File: config.mk
export PLATFORM = sky130hd
export DESIGN_NAME = mem_arb
export DESIGN_NICKNAME = d
export VERILOG_FILES = /design/src/rtl/mem_arb.sv
export SDC_FILE = /design/constraint.sdc
export NUM_CORES = 1
export LEC_CHECK = 0
export ABC_AREA = 1
export CORE_MARGIN = 5
export CORE_UTILIZATION = 32
export CTS_BUF_LIST = sky130_fd_sc_hd__clkbuf_8
export DETAILED_ROUTE_END_ITERATION = 7
export PLACE_DENSITY_LB_ADDON = 0.08
export SLEW_MARGIN = 15
export SYNTH_ARGS = -nofsm -noshare
export SYNTH_HDL_FRONTEND = slang
export SYNTH_SLANG_ARGS = --single-unit
export TNS_END_PERCENT = 20
File: constraint.sdc
create_clock -name i_clk -period 3.92 [get_ports i_clk]
set_clock_uncertainty 0.2 [all_clocks]
set_input_delay 0.784 -clock i_clk [delete_from_list [all_inputs] [get_ports i_clk]]
set_output_delay 0.784 -clock i_clk [all_outputs]
set_load 0.1 [all_outputs]
File: src/rtl/mem_arb.sv
// Two-port memory bus arbiter: round-robin between the data (memwb) port and the
// fetch port, one bus transaction at a time, with a bus timeout that ends hung cycles.
module mem_arb #(
  parameter int W      = 16,
  parameter int TO_CYC = 255
) (
  input  logic         i_clk,
  input  logic         i_rst,
  input  logic         i_d_req,
  input  logic         i_d_we,
  input  logic [W-1:0] i_d_addr,
  input  logic [W-1:0] i_d_wdata,
  output logic         o_d_ack,
  input  logic         i_f_req,
  input  logic [W-1:0] i_f_addr,
  output logic         o_f_ack,
  output logic [W-1:0] o_rdata,
  output logic         o_err,
  output logic         o_mem_req,
  output logic         o_mem_we,
  output logic [W-1:0] o_mem_addr,
  output logic [W-1:0] o_mem_data,
  input  logic         i_mem_ack,
  input  logic [W-1:0] i_mem_data
);

  localparam int         CW      = (TO_CYC > 0) ? $clog2(TO_CYC + 1) : 1;
  localparam bit         TO_EN   = (TO_CYC != 0);
  localparam logic [CW-1:0] TO_LAST = CW'(TO_EN ? TO_CYC - 1 : 0);

  typedef enum logic {IDLE, BUSY} state_t;

  state_t        state;
  logic          gnt_d;   // 1: data port owns the bus, 0: fetch port
  logic          last_d;  // port that completed most recently
  logic          mem_req_q;
  logic [CW-1:0] cnt;

  logic busy, live, to_hit, fin;

  assign busy   = (state == BUSY);
  // A transaction being reset must not hand an ack back to its requester.
  assign live   = busy && !i_rst;
  assign to_hit = TO_EN && (cnt == TO_LAST);
  assign fin    = live && (i_mem_ack || to_hit);

  assign o_d_ack   = fin && gnt_d;
  assign o_f_ack   = fin && !gnt_d;
  assign o_err     = fin && !i_mem_ack;
  assign o_rdata   = (live && i_mem_ack) ? i_mem_data : '0;

  assign o_mem_req  = mem_req_q;
  assign o_mem_we   = busy && gnt_d && i_d_we;
  assign o_mem_addr = !busy ? '0 : (gnt_d ? i_d_addr : i_f_addr);
  assign o_mem_data = (busy && gnt_d) ? i_d_wdata : '0;

  always_ff @(posedge i_clk) begin
    if (i_rst) begin
      state     <= IDLE;
      gnt_d     <= 1'b0;
      last_d    <= 1'b0;
      mem_req_q <= 1'b0;
      cnt       <= '0;
    end else begin
      case (state)
        IDLE: begin
          if (i_d_req || i_f_req) begin
            gnt_d     <= i_d_req && (!i_f_req || !last_d);
            mem_req_q <= 1'b1;
            cnt       <= '0;
            state     <= BUSY;
          end
        end
        BUSY: begin
          if (i_mem_ack || to_hit) begin
            mem_req_q <= 1'b0;
            last_d    <= gnt_d;
            state     <= IDLE;
          end else if (cnt != '1) begin
            cnt <= cnt + 1'b1;
          end
        end
        default: state <= IDLE;
      endcase
    end
  end

endmodule
Word level (Yosys, flattened, before mapping)
Cells that the tools add are included.
{"block": "totals", "ff_bits": 12, "latchBits": 0, "ramBits": 0, "mem_bits_ro": 0, "in_bits": 70, "out_inout_bits": 53, "elab_cells": 48, "mem_count": 0}
{"block": "classes", "add_sub_neg": 1, "n_mul": 0, "n_div": 0, "magnitude_cmp": 0, "n_eq_ne": 6, "shifts": 0, "muxes": 14, "bitwise": 1, "reduce_logical": 21}
{"op": "2-to-1 mux 16 bit", "count": 4}
{"op": "2-to-1 mux 8 bit", "count": 3}
{"op": "case mux 8 bit (2 select lines)", "count": 1}
{"op": "logical AND 1 bit", "count": 9}
{"op": "adder 8 x 1 -> 8 bit, second input constant", "count": 1}
{"op": "equality test 8 bit, second input constant", "count": 1}
{"op": "!= test 8 bit, second input constant", "count": 1}
{"op": "AND reduction 2 bit", "count": 3}
{"op": "zero test 1 bit", "count": 5}
{"op": "2-to-1 mux 1 bit", "count": 4}
{"op": "!= test 2 x 1 -> 1 bit, second input constant", "count": 2}
{"op": "!= test 2 bit, second input constant", "count": 2}
{"op": "case mux 1 bit (2 select lines)", "count": 2}
{"op": "logical OR 1 bit", "count": 3}
{"op": "AND reduction 3 bit", "count": 1}
{"op": "NOT 1 bit", "count": 1}

Longest topological paths before layout
Gate-level depths: netlist (run 1).
{"block": "depth", "word_depth": 4, "depth_mapped": 12, "ltp_nobuf": 12}

Worst setup path after synthesis (run 1)
No wires, ideal clock.
{"block": "synth_path", "kind": "input -> output", "from": "input port i_rst", "to": "output port o_rdata[10]", "t_arrival_ns": 2.507, "required_time_ns": 2.936, "slack_ns": 0.429, "cell_stages": 4, "path_buffers": 1, "path_cell_list": "nor2_2 > nand2_1 > buf_2 > nor2_1"}
{"block": "synth_between", "elab_chain_cells": 4}
{"element": "start: declaration", "line": "8", "text": "input logic i_rst,"}
{"element": "zero test 1 bit", "line": "43", "text": "assign live = busy && !i_rst;"}
{"element": "logical AND 1 bit", "line": "43"}
{"element": "logical AND 1 bit", "line": "50", "text": "assign o_rdata = (live && i_mem_ack) ? i_mem_data : '0;"}
{"element": "2-to-1 mux 16 bit", "line": "50"}
{"element": "end: declaration", "line": "17", "text": "output logic [W-1:0] o_rdata,"}
Every way passes these cells.

Worst setup path in the final report (run 1)
{"block": "layout_path", "from": "input port i_rst", "to": "output port o_rdata[13]"}
Same word-level chain as after synthesis.

==> flow_summary.json, run 1 <==
{
  "status": "finished, final reports clean",
  "cts_setup_buffers": 0,
  "min_to": "o_mem_req$_SDFFE_PP0P_",
  "seq_area_frac_synth": 0.202,
  "mostFrequentLayoutCell": "nor2_1",
  "ctsRootBufferMaster": "clkbuf_8",
  "wirelength_mm": 5.56,
  "ioPinCount": 123,
  "cap_violations": 0,
  "final_util": 0.708,
  "vias_per_cell": 4.46,
  "drive_above_1_share": 0.172,
  "peakVddDrop_mv": 0.216,
  "initialDrtViolationCount": 49,
  "power_density_nw_per_um2": 234,
  "period_needed_ns": 3.39,
  "crit_path_start_kind": "input port",
  "min-delay-start": "o_mem_req$_SDFFE_PP0P_",
  "path_max_fanout": 16,
  "avgSynthCellArea_um2": 5.01,
  "die_x_um": 70.9,
  "worst_pin_slew_ns": 0.973,
  "hpwl_mm": 4.71,
  "ys_warn_count": 0,
  "ys_types": 19,
  "cts-hold-fix-buffers": 0,
  "tns_ns": 0,
  "rows": 22,
  "fin_ws_ns": 0.535,
  "dieArea_um2": 5030,
  "critical_path_required_ns": 2.94,
  "hold_path_class": "flip-flop to flip-flop",
  "drcViolationCount": 0,
  "synth_area_um2": 1190,
  "final_cell_mix": "nor2_1, clkdlybuf4s50_1, inv_1",
  "r2r-start": "gnt_d$_SDFFE_PP0P_",
  "p_leak_nw": 1.28,
  "ctsResizeCount": 0,
  "grt-ovfl-total": 0,
  "crit_arrival_ns": 2.40,
  "setup_violations": 0,
  "ant_nets": 0,
  "cp-end-kind": "primary output",
  "rsz0062_at_grt": "no",
  "cts_tree": "yes",
  "antenna_found_initial": 0,
  "clock_latency_ns": 0.24,
  "grt_pass1_wl_mm": 8.36,
  "area_growth_pct": 117,
  "finalHoldViolations": 0,
  "crit_type": "input port to primary output",
  "die_h_um": 70.9,
  "max-slew-margin-rel": 0.349,
  "fmax_ghz": 0.295,
  "grt_pass1_vias": 1595,
  "port_buffers": 122,
  "nets": 429,
  "clockBufferDepth": 2,
  "syn_inst": 237,
  "holdPathStages": 2,
  "vias": 1799,
  "fin_hold_ws_ns": 0.271,
  "h-tree-depth": 1,
  "track_usage": 0.212,
  "syn-num-nets": 309,
  "routedWlPerCell_um": 13.8,
  "cts_buffers": 3,
  "dr.pass1.iters": 4,
  "place_congestion": 0.887,
  "grt_max_degree": 24,
  "r2r_cells": 2,
  "drv_slew": 0,
  "clkTransAtPathRegs_ns": 0.05,
  "diodes": 0,
  "initial_core_util": 0.327,
  "fin_crit_sh": 0.864,
  "reg2reg_to": "last_d$_SDFFE_PP0P_",
  "power_mw": 0.603,
  "place_ws_ns": 0.522,
  "clkSinkCount": 12,
  "coreArea_um2": 3630,
  "r2r_slack_ns": 2.01,
  "ys_ff_latch": 12
}
layer usage:
layer,up-vias,global-route usage,wire (um)
met2,88,0.380,2640
met4,0,0.0960,218
met3,14,0.0540,518
met5,-,0,0
li1,941,-,-
met1,756,0.233,2180
worst max-delay path, cell delays in order:
cell             delay [ns]
clkdlybuf4s50_1        0.54
nor2_2                 0.22
nand2_1                0.33
nor2_1                 0.32
buf_12                 0.21
power breakdown:
| group | switching [mW] | leakage [nW] | total, mW | internal [mW] |
|---|---|---|---|---|
| Clock | 0.0422 | 0.0216 | 0.110 | 0.0675 |
| Combinational | 0.240 | 1.16 | 0.359 | 0.119 |
| Sequential | 0.00743 | 0.0980 | 0.135 | 0.127 |
| Total | 0.289 | 1.28 | 0.603 | 0.314 |
state kept, by name (all words and copies together) (netlist names):
name	flops
o_mem_req	1
busy	1
cnt	8
last_d	1
gnt_d	1
stage by stage:
| stage | cells | area (um^2) |
|---|---|---|
| after floorplan | 237 | 1190 |
| after global placement | 400 | 2530 |
| after detailed placement | 400 | 2530 |
| after CTS | 403 | 2570 |
| after global routing | 403 | 2570 |
| final | 403 | 2570 |
kinds of logic (layout without fill, tap and decap cells):
kind of cell / after synthesis / after routing / share of synthesized area
buffers and inverters: 57 / 175 / 0.189
AOI/OAI and AO/OA: 28 / 28 / 0.121
and+or+nand+nor: 138 / 138 / 0.467
adders and majority gates: 2 / 2 / 0.0211
DFF: 12 / 12 / 0.202
synthesized netlist by cell type, drive strengths merged:
master | instances | area (um^2)
buf | 3 | 21.3
dfxtp | 12 | 240
nand3 | 15 | 75.1
nor3b | 1 | 7.51
ha | 2 | 25.0
o21ai | 19 | 95.1
nor2 | 83 | 314
nor3 | 1 | 5.00
clkbuf | 5 | 18.8
a21oi | 9 | 48.8
nand2 | 37 | 146
nand4 | 1 | 6.26
inv | 47 | 176
clkinv | 2 | 7.51
how the worst max path moves through the flow:
stage / from / to / slack [ns]
2_1_floorplan: i_rst / o_rdata[10] / 0.43
3_3_place_gp: i_rst / o_rdata[15] / 0.57
3_5_place_dp: i_rst / o_rdata[13] / 0.52
4_1_cts: i_rst / o_rdata[13] / 0.52
5_1_grt: i_rst / o_rdata[4] / 0.41
6_report: i_rst / o_rdata[13] / 0.53
final cells by class:
cell class                 count  area, um^2
timing repair buffer         123        1320
fill                         339        1060
multi-input combinational    168         723
sequential                    12         240
inverter                      49         184
tap                           48        60.1
clock buffer                   3        41.3
Power figures use the tool's default switching activity.
==> inputs of run 2 (changes only) <==
--- a/config.mk
+++ b/config.mk
@@ -9,6 +9,7 @@
 export CORE_MARGIN = 5
 export CORE_UTILIZATION = 32
 export CTS_BUF_LIST = sky130_fd_sc_hd__clkbuf_8
+export CTS_CLUSTER_DIAMETER = 30
 export DETAILED_ROUTE_END_ITERATION = 7
 export PLACE_DENSITY_LB_ADDON = 0.08
 export SLEW_MARGIN = 15
==> results of run 2 <==
The final DEF is identical to that of run 1; final timing and power are the same.
==> inputs of run 3 (changes only) <==
--- a/config.mk
+++ b/config.mk
@@ -12,7 +12,6 @@
 export CTS_CLUSTER_DIAMETER = 30
 export DETAILED_ROUTE_END_ITERATION = 7
 export PLACE_DENSITY_LB_ADDON = 0.08
-export SLEW_MARGIN = 15
 export SYNTH_ARGS = -nofsm -noshare
 export SYNTH_HDL_FRONTEND = slang
 export SYNTH_SLANG_ARGS = --single-unit
==> results of run 3 <==
The final DEF is identical to that of run 1; final timing and power are the same.
==> patch 1: new RTL, settings of run 3 <==
The parameter `TO_CYC` goes from 255 to 510.
--- a/src/rtl/mem_arb.sv
+++ b/src/rtl/mem_arb.sv
@@ -3,5 +3,5 @@
 module mem_arb #(
   parameter int W      = 16,
-  parameter int TO_CYC = 255
+  parameter int TO_CYC = 510
 ) (
   input  logic         i_clk,
Behaviour: same outputs for any inputs over 10 cycles, from zero or initial values and one cycle with i_rst high; that may be too few to reach the edited logic, so the function may still have changed.
==> patch 1 against run 3 <==
Maximum frequency is essentially flat. Cell area grew 3.0%. Clock power grew 8%. Area after synthesis grew 6.0%. Global-route usage shrank 0.10 points. Power grew 8.4%. Worst setup slack gained 1.2 ps. Worst hold slack lost 28 ps. Routed wire length grew 6.5%. Sequential share of layout area grew 0.49 points. Count of clock-buffer cells in the layout is the same. Sequential cell count grew 1. Largest power group unchanged. Highest routed layer unchanged.
==> patch 1: results (changes against run 3) <==
** Synthesis
- Synthesized net count :: 311 (+0.65%)
- The compound-gate portion of the synthesized area was 15.0% (+2.9 points).
- The number of distinct library cells after synthesis is 23 (+4).
- In the post-synthesis netlist, the biggest area contributors are nor2_1 (24%), dfxtp_1 (21%), inv_1 (14%), nand2_1 (9.2%), o21ai_0 (7.2%).
- The area share of fa/ha/maj cells after synthesis is 2.98% (+0.87 points).
- The post-synthesis area per instance is 5.29 um^2 (+5.6%).

** Critical path
- Flop2flop setup slack :: 1730 ps (-280 ps)
- Start of the worst register-to-register path :: cnt[0]

** Outcome
- Result of the run :: finished clean

** Route
- Sum of routed wire segments on met1 :: 2300 um (+5.3%)
- Vias :: 1814 (+0.83%)
- The detailed route wirelength on metal2 is 2840 um (+7.4%).
- The average wire per standard cell came to 14.6 um (+6.0%).
- Via count normalized by instance count :: 4.48 (+0.34%)

** Global routing
- The global routing usage summed across all routing layers was 21.1% (-0.10 points).
- The fraction of met1 tracks used by global routing is 26.3% (+3.0 points).
- The wire length of the first global-routing pass came to 8740 um (+4.6%).
- Global Route met3 Usage :: 5.65% (+0.25 points)
- Number of global-route vias before repair :: 1576 (-1.2%)
- Met2 Use GR :: 35.6% (-2.4 points)

** Placed design
- Global placement routability congestion :: 0.794 (-10%)
- Minimum setup slack after placement :: 547 ps (+25.0 ps)
- Count of placed standard cells including taps :: 401 (+0.25%)
- HPWL reported at the end of detailed placement :: 4970 um (+5.7%)

** Pwr
- Worst ir drop on vdd :: 0.208 mV (-3.9%)
- The switching part of the total power was 48.3% (+0.27 points).

** Timing
- The timing-limited maximum frequency came to 0.296 GHz (about the same).
- Tightest slew margin relative to the limit :: 33.9% (-1.0 points)

** Final layout
- The final-layout fill cell count was 326 (-3.8%).
- The net count reported at finish was 431 (+0.47%).
patch 1: cell types whose count changed after synthesis, sizes merged, moves of 2 or more:
cell,before,now
a21oi,9,14
buf,3,5
clkbuf,5,3
nand2,37,35
nand3,15,11
patch 1: power by group through the flow:
| stage | logic, mW | registers (mW) | clock network [mW] |
|---|---|---|---|
| floorplan | 0.242 | 0.157 | 0 |
| global placement | 0.376 | 0.157 | 0 |
| detailed placement | 0.379 | 0.157 | 0 |
| CTS | 0.381 | 0.154 | 0.122 |
| global route | 0.399 | 0.156 | 0.129 |
| finish | 0.380 | 0.155 | 0.119 |
patch 1: final timing paths:
path | end | depth (start not counted)
hold reg to reg | o_mem_req | 2
setup reg to reg | cnt[5] | 12
setup / recovery | o_rdata[14] | 5
hold / removal | o_mem_req | 2
patch 1: cell type report:
cell class / count / area share (%)
repair buffers: 123 / 50.0
multi-input cells: 169 / 29.4
flip-flops and latches: 13 / 9.83
inverters: 48 / 6.80
well taps: 48 / 2.27
clock buffers: 3 / 1.56
clock inverters: 1 / 0.142
==> patch 2: new RTL, flow settings as in run 3 <==
Without the edit above. Make the reset (`i_rst`) asynchronous in one clocked block.
--- a/src/rtl/mem_arb.sv
+++ b/src/rtl/mem_arb.sv
@@ -55,5 +55,5 @@
   assign o_mem_data = (busy && gnt_d) ? i_d_wdata : '0;
 
-  always_ff @(posedge i_clk) begin
+  always_ff @(posedge i_clk or posedge i_rst) begin
     if (i_rst) begin
       state     <= IDLE;
Behaviour: differs if i_rst is asserted again (counterexample within 4 cycles, from zero or initial values and one cycle with i_rst high); with i_rst held inactive, the same outputs for 10 cycles.
==> patch 2 against run 3 <==
Final cell count fell by 3.5%. Worst setup slack improved by 130 ps. Area after synthesis rose by 4.6%. Routed wire length fell by 10%. Cell area rose by 2.9%. Sequential cell count did not move. Critical path type unchanged. Critical endpoint is now o_rdata[8]. Highest routed layer unchanged.
Power is not compared: it rests on default switching activity, and its combinational part moved more than twofold at a synthesized area within 25%.
==> patch 2: results (changes against run 3) <==
** Critical path
- End of the critical path :: o_rdata[8]
- The arrival time of data at the critical path endpoint is 2270 ps (-130 ps).
- In this run the critical register-to-register path is launched from busy.
- Worst r2r dst :: cnt[2]
- Cells on worst reg2reg path :: 6 (+4)
- Biggest cell delay along the critical path :: 500 ps (-40 ps)
- Crit path from :: i_mem_ack

** Synthesis
- Commonest cells in the netlist :: nor2_1 (78), inv_1 (40), nand2_1 (27)
- Post-synthesis sequential area ratio :: 24.2% (+3.9 points)
- Xor/xnor share of the synthesized area :: 2.11% (+2.1 points)
- The share of flip-flops with an asynchronous set or reset after synthesis is 100% (+100 points).
- For this run, the leading register cell type out of synthesis is dfrtp_1.
- Share of the synthesized area in compound gates (AO/OA/AOI/OAI) :: 9.57% (-2.6 points)
- Count of mapped cells out of synthesis :: 222 (-6.3%)
- The area share of fa/ha/maj cells after synthesis is 2.01% (-0.093 points).

** Worst hold path
- Startpoint of the tightest hold check path :: last_d
- End point of the worst hold path :: last_d

** Final layout
- Area taken by multi-input logic gates :: 737 um^2 (+1.9%)
- The total number of multi-input combinational cells came to 158 (-6.0%).
- Seq/total area :: 11.3% (+2.0 points)
- The net count reported at finish came to 415 (-3.3%).
- Portion of the layout cell area used by non-clock buffers :: 50.5% (-0.96 points)
- The number of cells in the finished layout apart from fillers came to 389 (-3.5%).
- Ratio of cells with drive above 1 in the final layout :: 20.2% (+3.1 points)
- Clock Network Area Fraction :: 1.56% (-0.045 points)
- The final-layout fill cell count came to 344 (+1.5%).

** Global routing
- The number of global-route vias before repair was 1455 (-8.8%).
- The wire length of the first global-routing pass was 7360 um (-12%).
- Global-route usage over all layers :: 17.7% (-3.5 points)

** Timing
- Worst-margin pin slew :: 981 ps (+7.61 ps)
- The worst slack on hold paths came to 294 ps (+23.3 ps).

** Route
- Drt first-iter violations :: 69 (+41%)

** Placed design
- The placer's final routability congestion estimate is 0.811 (-8.5%).
- HPWL reported at the end of detailed placement :: 4130 um (-12%)

** Outcome
- The run finished with clean final reports.
## patch 2: changes by cell type after synthesis, sizes merged, moves of 2 or more
cell    change
xor2        +2
inv         -4
nand2       -3
a21oi       -8
dfxtp      -12
dfrtp      +12
clkbuf      -2
nor2        -3
## patch 2: routing by layer
layer | vias to the layer above | GRT usage (%) | part of all wire [%]
met1 | 718 | 22.3 | 44
li1 | 896 | - | -
met4 | 0 | 3.76 | 1.0
met3 | 7 | 4.43 | 9.6
met2 | 74 | 30.3 | 45
met5 | - | 0 | 0
## patch 2: metrics by stage
| step | util [%] | instance area [um^2] |
|---|---|---|
| floorplan | - | 1240 |
| CTS | 71.2 | 2650 |
| finish | 71.2 | 2650 |
| global route | 71.2 | 2650 |
| detailed placement | 70.1 | 2610 |
| global placement | 70.1 | 2610 |
## patch 2: power breakdown
group | switching, mW | internal [mW] | total (mW)
Combinational | 0.981 | 0.286 | 1.27
Sequential | 0.0540 | 0.150 | 0.204
Clock | 0.0444 | 0.0677 | 0.112
